**src/rtl/sha256_msg_padder.sv**
```systemverilog
// SHA-256 message padder: packs 32-bit big-endian words into padded 512-bit blocks.
// Optional `SHA256_PAD_PROTO_CHK_EN adds a sticky proto_err output for illegal in_bytes usage.
module sha256_msg_padder #(
  parameter int LEN_W = 64
) (
  input  logic        clk,
  input  logic        reset_n,
  input  logic        in_valid,
  output logic        in_ready,
  input  logic [31:0] in_data,
  input  logic [2:0]  in_bytes,
  input  logic        in_last,
  output logic        blk_valid,
  input  logic        blk_ready,
  output logic [31:0] blk_data [16],
  output logic        blk_first,
  output logic        blk_last
`ifdef SHA256_PAD_PROTO_CHK_EN
  ,
  output logic        proto_err
`endif
);

  typedef enum logic [2:0] {FILL, PAD, LEN_HI, LEN_LO, EMIT} state_t;

  state_t           state, state_nxt, ret_state;
  logic [3:0]       idx;
  logic [LEN_W-1:0] bit_cnt;
  logic [63:0]      len64;
  logic [31:0]      blk_buf [16];
  logic             marker_pending;
  logic             first_pending;
  logic             last_q;
  logic             accept;
  logic [2:0]       eff_bytes;
  logic             pad_done;

  // Keep the n leading message bytes, put the 0x80 marker right after them.
  function automatic logic [31:0] tail_word(input logic [31:0] data, input logic [2:0] n);
    case (n)
      3'd0:    tail_word = 32'h8000_0000;
      3'd1:    tail_word = {data[31:24], 24'h80_0000};
      3'd2:    tail_word = {data[31:16], 16'h8000};
      3'd3:    tail_word = {data[31:8], 8'h80};
      default: tail_word = data;
    endcase
  endfunction

  assign accept    = in_valid & in_ready;
  assign eff_bytes = (in_bytes > 3'd4) ? 3'd4 : in_bytes;
  assign len64     = 64'(bit_cnt);
  assign pad_done  = (idx == 4'd14) && !marker_pending;

  always_ff @(posedge clk or negedge reset_n) begin
    if (!reset_n) state <= FILL;
    else          state <= state_nxt;
  end

  always_comb begin
    state_nxt = state;
    case (state)
      FILL: begin
        if (accept) begin
          if (idx == 4'd15) state_nxt = EMIT;
          else if (in_last) state_nxt = PAD;
        end
      end
      PAD: begin
        if (pad_done)           state_nxt = LEN_HI;
        else if (idx == 4'd15)  state_nxt = EMIT;
      end
      LEN_HI:  state_nxt = LEN_LO;
      LEN_LO:  state_nxt = EMIT;
      EMIT: begin
        if (blk_ready) state_nxt = last_q ? FILL : ret_state;
      end
      default: state_nxt = FILL;
    endcase
  end

  always_comb begin
    in_ready  = (state == FILL);
    blk_valid = (state == EMIT);
    blk_first = first_pending && (state == EMIT);
    blk_last  = last_q;
    blk_data  = blk_buf;
  end

  // Buffer, counters and block-tracking flags.
  always_ff @(posedge clk or negedge reset_n) begin
    if (!reset_n) begin
      idx            <= 4'd0;
      bit_cnt        <= '0;
      marker_pending <= 1'b0;
      first_pending  <= 1'b1;
      last_q         <= 1'b0;
      ret_state      <= FILL;
      for (int i = 0; i < 16; i++) blk_buf[i] <= 32'h0;
    end else begin
      case (state)
        FILL: begin
          if (accept) begin
            blk_buf[idx] <= in_last ? tail_word(in_data, eff_bytes) : in_data;
            bit_cnt      <= bit_cnt + LEN_W'({eff_bytes, 3'b000});
            idx          <= idx + 4'd1;
            if (in_last && (eff_bytes == 3'd4)) marker_pending <= 1'b1;
            if (idx == 4'd15) ret_state <= in_last ? PAD : FILL;
          end
        end
        PAD: begin
          if (!pad_done) begin
            blk_buf[idx]   <= marker_pending ? 32'h8000_0000 : 32'h0;
            marker_pending <= 1'b0;
            idx            <= idx + 4'd1;
            if (idx == 4'd15) ret_state <= PAD;
          end
        end
        LEN_HI: blk_buf[14] <= len64[63:32];
        LEN_LO: begin
          blk_buf[15] <= len64[31:0];
          last_q      <= 1'b1;
        end
        EMIT: begin
          if (blk_ready) begin
            idx           <= 4'd0;
            first_pending <= 1'b0;
            if (last_q) begin
              bit_cnt       <= '0;
              first_pending <= 1'b1;
              last_q        <= 1'b0;
            end
          end
        end
        default: ;
      endcase
    end
  end

`ifdef SHA256_PAD_PROTO_CHK_EN
  always_ff @(posedge clk or negedge reset_n) begin
    if (!reset_n)
      proto_err <= 1'b0;
    else if (accept && ((in_bytes > 3'd4) || ((in_bytes < 3'd4) && !in_last)))
      proto_err <= 1'b1;
  end
`endif

endmodule
```
**config.mk**
```make
export PLATFORM = sky130hd
export DESIGN_NAME = sha256_msg_padder
export DESIGN_NICKNAME = d
export VERILOG_FILES = /design/src/rtl/sha256_msg_padder.sv
export SDC_FILE = /design/constraint.sdc
export NUM_CORES = 1
export LEC_CHECK = 0
export ABC_AREA = 1
export BUFFER_PORTS_ARGS = -buffer_cell sky130_fd_sc_hd__buf_4
export CAP_MARGIN = 25
export CORE_AREA = 2 2 204 246
export CTS_CLUSTER_SIZE = 10
export DETAILED_ROUTE_END_ITERATION = 10
export DIE_AREA = 0 0 206 248
export PLACE_DENSITY_LB_ADDON = 0.15
export SYNTH_ARGS = -nofsm -noshare
export SYNTH_HDL_FRONTEND = slang
export SYNTH_SLANG_ARGS = --single-unit
```
**constraint.sdc**
```tcl
create_clock -name clk -period 4.63 [get_ports clk]
set_input_delay 0.926 -clock clk [delete_from_list [all_inputs] [get_ports clk]]
set_output_delay 0.926 -clock clk [all_outputs]
set_load 0.01 [all_outputs]
```
Yosys cells after proc, flatten, opt, wreduce, memory -nomap -nowiden
Index checks and enable logic that the tools add are counted.

Equality and inequality tests: 19. Magnitude comparators: 3. Muxes and demuxes: 44. $add $sub $neg: 2. Reduce and logical (&&, ||, !) cells: 23. Bitwise logic cells: 2.

Operators by type and width (count): 512-bit bitwise mux (2); 512-bit two-way mux (2); 448-bit case mux with 2 select lines (1); 64-bit two-way mux (3); 32-bit case mux with 3 select lines (2); 32-bit two-way mux (5); 32-bit demux with 4-bit select (1); 32-bit case mux with 4 select lines (1); 64-bit case mux with 2 select lines (1); 64-bit by 6-bit adder with 64-bit output (1); 3-bit two-way mux (12); 4-bit AND reduction (4); 3-bit case mux with 5 select lines (1); 3-bit by 2-bit == test with 1-bit output (second input constant) (4); 4-bit two-way mux (3); 4-bit case mux with 3 select lines (1); 2-bit by 1-bit != test with 1-bit output (second input constant) (5); 3-bit AND reduction (3); 3-bit nonzero test (3); 4-bit == test (second input constant) (2); 3-bit by 1-bit == test with 1-bit output (second input constant) (2); 3-bit == test (second input constant) (2); 3-bit logical NOT (2); 1-bit two-way mux (6); other kinds (16) (24).

Register bits: 589.

Logic depth before layout (Yosys ltp)
Depth in word-level cells: 10. Gate-level depth with buffers: 14. Depth with buffers taken out: 14.

Worst setup path after synthesis
Ideal clock, no wire load.

Path type: input to register. Start point: in in_bytes[0]. End point: reg bit_cnt[47]. Required time: 4510 ps. Setup slack: 2153 ps. Buffers on the path: 0. Stages on the path: 13. Arrival: 2357 ps. Path through: inv_1 -> nor2_1 -> ha_1 -> fa_1 -> nand3_1 -> nand2_1 -> nand2_1 -> nor2_1 -> nand2_1 -> nor2_1 -> nand2_1 -> o21ai_0 -> nor2_1.

Cells in the longest elaborated chain, start to end: 5.

Ends and longest elaborated chain: start, declared (line 11) `input logic [2:0] in_bytes,`; 3-bit > comparator (line 50) `assign eff_bytes = (in_bytes > 3'd4) ? 3'd4 : in_bytes;`; 3-bit two-way mux * (line 50); 64-bit by 6-bit adder with 64-bit output * (line 104) `bit_cnt <= bit_cnt + LEN_W'({eff_bytes, 3'b000});`; 64-bit two-way mux * (line 102) `if (accept) begin`; 64-bit case mux with 2 select lines * (line 100) `case (state)`; end signal, assigned (line 104); end, declared (line 28) `logic [LEN_W-1:0] bit_cnt;`.

Mark *: on every way between the ends. The rest lies on a longest branch, timed or not. The select of a mux whose other input is x is not followed. A chain may end at the register's enable or synchronous reset.

Worst setup path in the final report
Start point: reg state[1]. End point: out blk_valid.

Cells in the longest elaborated chain, start to end: 1.

Ends and longest elaborated chain: start, declared (line 26) `state_t state, state_nxt, ret_state;`; start signal, assigned (line 56) `else state <= state_nxt;`; 3-bit == test (line 83) `blk_valid = (state == EMIT);`; end, declared (line 13) `output logic blk_valid,`.

Every way passes these cells.

==> metrics.yaml <==
status: "completed"
htreeDepth: 3
ys_seq_elements: 584
hold_class: "input pin to asynchronous set/reset pin"
maxCapViolations: 0
antenna_cells: 0
setup_viol_count_final: 0
port_buffers: 555
fin_skew_ns: 0.0155
worstPathArrival_ns: 2.09
core_area_mm2: 0.0488
leakage_nw: 15.5
synth-adder-area-share: 0.00439
overflow: 0
finalWeightedCongestion: 1.05
crit_type: "register to output port"
clockRootBuffer: "clkbuf_16"
tightest_slew_ns: 1.06
hold_viol_final: 0
synth_compound_area_frac: 0.143
grt_pass1_wl_mm: 141
routedWlPerCell_um: 24.7
grt_max_degree: 97
clock_latency_ns: 0.60
synth_area_per_cell_um2: 8.85
via_count: 22800
fmax_ghz: 0.331
synth-seq-area-share: 0.596
syn_to_final_growth_pct: 26.9
fin_util: 0.638
cts_buffer_depth: 3
synthesis.nets: 2817
crit_chain: "nor2_1 -> nand2_1 -> inv_1 -> buf_4"
die_w_um: 206
cp_data_required_time_ns: 3.70
postLayoutCellArea_mm2: 0.0311
synthMuxAreaShare: 0
grt_use_total: 0.376
wirelength_mm: 96.8
rows: 89
drv_slew: 0
cts_tree: "done"
synthSimpleGateAreaFrac: 0.201
placed_area_mm2: 0.0292
min_period_ns: 3.02
synthDistinctLibCells: 45
post-dp-hpwl_mm: 69.4
drt_iter0_drc: 2072
ctsResizeCount: 0
synth_top_family_by_area: "simple AND/OR/NAND/NOR gates"
synth_area_mm2: 0.0245
clk_pin_slew_worst_paths_ns: 0.05
relSlewSlack: 0.294
cts_made_buffers: 68
antenna_left: 0
drc_errors: 0
io-pin-count: 556
die_area_mm2: 0.0511
finalCritPeriodShare: 0.652
firstDrtPassIters: 6
drive_gt1_frac: 0.225
ctsHoldBuffers: 0
rsz0062_at_grt: "false"
synth_xor_area_frac: 0.000357
slowest_delay_ns: 0.44
crit_family: "buffers and inverters"
path_buf_inv: 2
peakVddDrop_uv: 401
finalNetCount: 3323
cts_num_sinks: 584
rrSetupSlack_ns: 1.71
die_y_um: 248
antenna_found_initial: 1
critPathLaunchType: "register"
worst_path_max_delay_cell: "dfrtp_1"
vias_per_cell: 5.81
grt_pass1_vias: 21800
initial_core_util: 0.503
cp-end-kind: "output port"
tns_ns: 0
power_density_mw_per_mm2: 716
syn_inst: 2769
yosys_warnings: 0
post-cts-setup-buffers: 0
critPathMaxFanout: 5
[power by group]
part	switching [mW]	total, mW	internal (mW)
clock network	2.06	4.82	2.76
registers	1.42	8.54	7.12
logic	5.35	8.93	3.58
total	8.82	22.3	13.5
[synthesized netlist by cell type (all sizes together)]
cell / n / share of area
a31oi: 29 / 0.0074
buf: 84 / 0.020
dfstp: 1 / 0.0011
o41ai: 1 / 0.00036
nor3: 29 / 0.0094
o21bai: 1 / 0.00031
nand4: 34 / 0.0087
o211ai: 2 / 0.00061
clkbuf: 74 / 0.011
o221ai: 3 / 0.0011
o22ai: 24 / 0.0061
o2bb2ai: 9 / 0.0032
dfrtp: 583 / 0.60
clkinv: 1 / 0.00015
inv: 154 / 0.024
xor2: 1 / 0.00036
a21oi: 52 / 0.011
and3: 1 / 0.00026
nand3: 49 / 0.011
fa: 1 / 0.00082
nand2: 872 / 0.13
or2: 1 / 0.00026
o31ai: 1 / 0.00031
ha: 7 / 0.0036
o21ai: 511 / 0.11
nor2: 226 / 0.036
o21a: 14 / 0.0043
nand3b: 2 / 0.00061
nor3b: 2 / 0.00061
[logic make-up after synthesis]
group / after synthesis
AND/OR/NAND/NOR: 1216
XOR/XNOR: 1
flip-flops: 584
buffers and inverters: 313
adder cells (fa/ha/maj): 8
AO/OA/AOI/OAI: 647
[final timing paths]
| check | startpoint | endpoint | cells after the start |
|---|---|---|---|
| worst max register to register | state[1]$_DFFE_PN0P_ | bit_cnt[9]$_DFFE_PN0P_ | 9 |
| worst min-delay path | reset_n | blk_data[40]$_DFFE_PN0P_ | 1 |
| min in group clk | blk_data[52]$_DFFE_PN0P_ | blk_data[52]$_DFFE_PN0P_ | 2 |
| worst min register to register | blk_data[52]$_DFFE_PN0P_ | blk_data[52]$_DFFE_PN0P_ | 2 |
| worst max-delay path | state[1]$_DFFE_PN0P_ | blk_valid | 4 |
| max in group asynchronous | reset_n | blk_data[293]$_DFFE_PN0P_ | 3 |
[cell usage in the layout, fill, tap and decap left out, drive strengths merged, types with 2 or more instances in the layout]
cell	instances
o221ai	3
a31oi	29
o22ai	24
a21oi	52
o21ai	511
o2bb2ai	9
ha	7
nand3b	2
clkinv	3
buf	594
clkbuf	78
dfrtp	583
inv	156
o21a	14
o211ai	2
nor2	226
nor3b	2
nand4	34
nor3	29
nand2	872
nand3	49
[per-layer routing]
| metal | routed length (um) | share of wire | up-vias | track usage |
|---|---|---|---|---|
| li1 | - | - | 10000 | - |
| met1 | 35700 | 0.37 | 11200 | 0.465 |
| met2 | 47000 | 0.49 | 1273 | 0.620 |
| met3 | 8380 | 0.087 | 269 | 0.0735 |
| met4 | 5680 | 0.059 | 0 | 0.209 |
| met5 | 0 | 0 | - | 0 |
[registers in the layout, summed over array words and instances, names as in the netlist]
| register | cells |
|---|---|
| blk_last | 1 |
| bit_cnt | 61 |
| ret_state | 1 |
| marker_pending | 1 |
| first_pending | 1 |
| idx | 4 |
| blk_data | 512 |
| state | 3 |
[per-stage QoR]
stage	power, mW	worst slack (ns)	hold WS, ns	instances
after global placement	17.2	1.48	0.462	3837
after CTS	22.2	1.64	0.415	3922
after global routing	23.4	1.49	0.427	3924
after detailed placement	17.4	1.40	0.466	3840
final	22.3	1.61	0.351	3924
after floorplan	12.3	2.15	0.472	2769
[layout make-up]
class / instances / area, um2
clock buffer: 78 / 1820
clock inverter: 4 / 50.0
multi-input combinational: 1872 / 8560
inverter: 155 / 584
timing repair buffer: 594 / 4670
tap: 637 / 797
fill: 4109 / 17700
sequential: 584 / 14600
(Power assumes the default switching activity.)
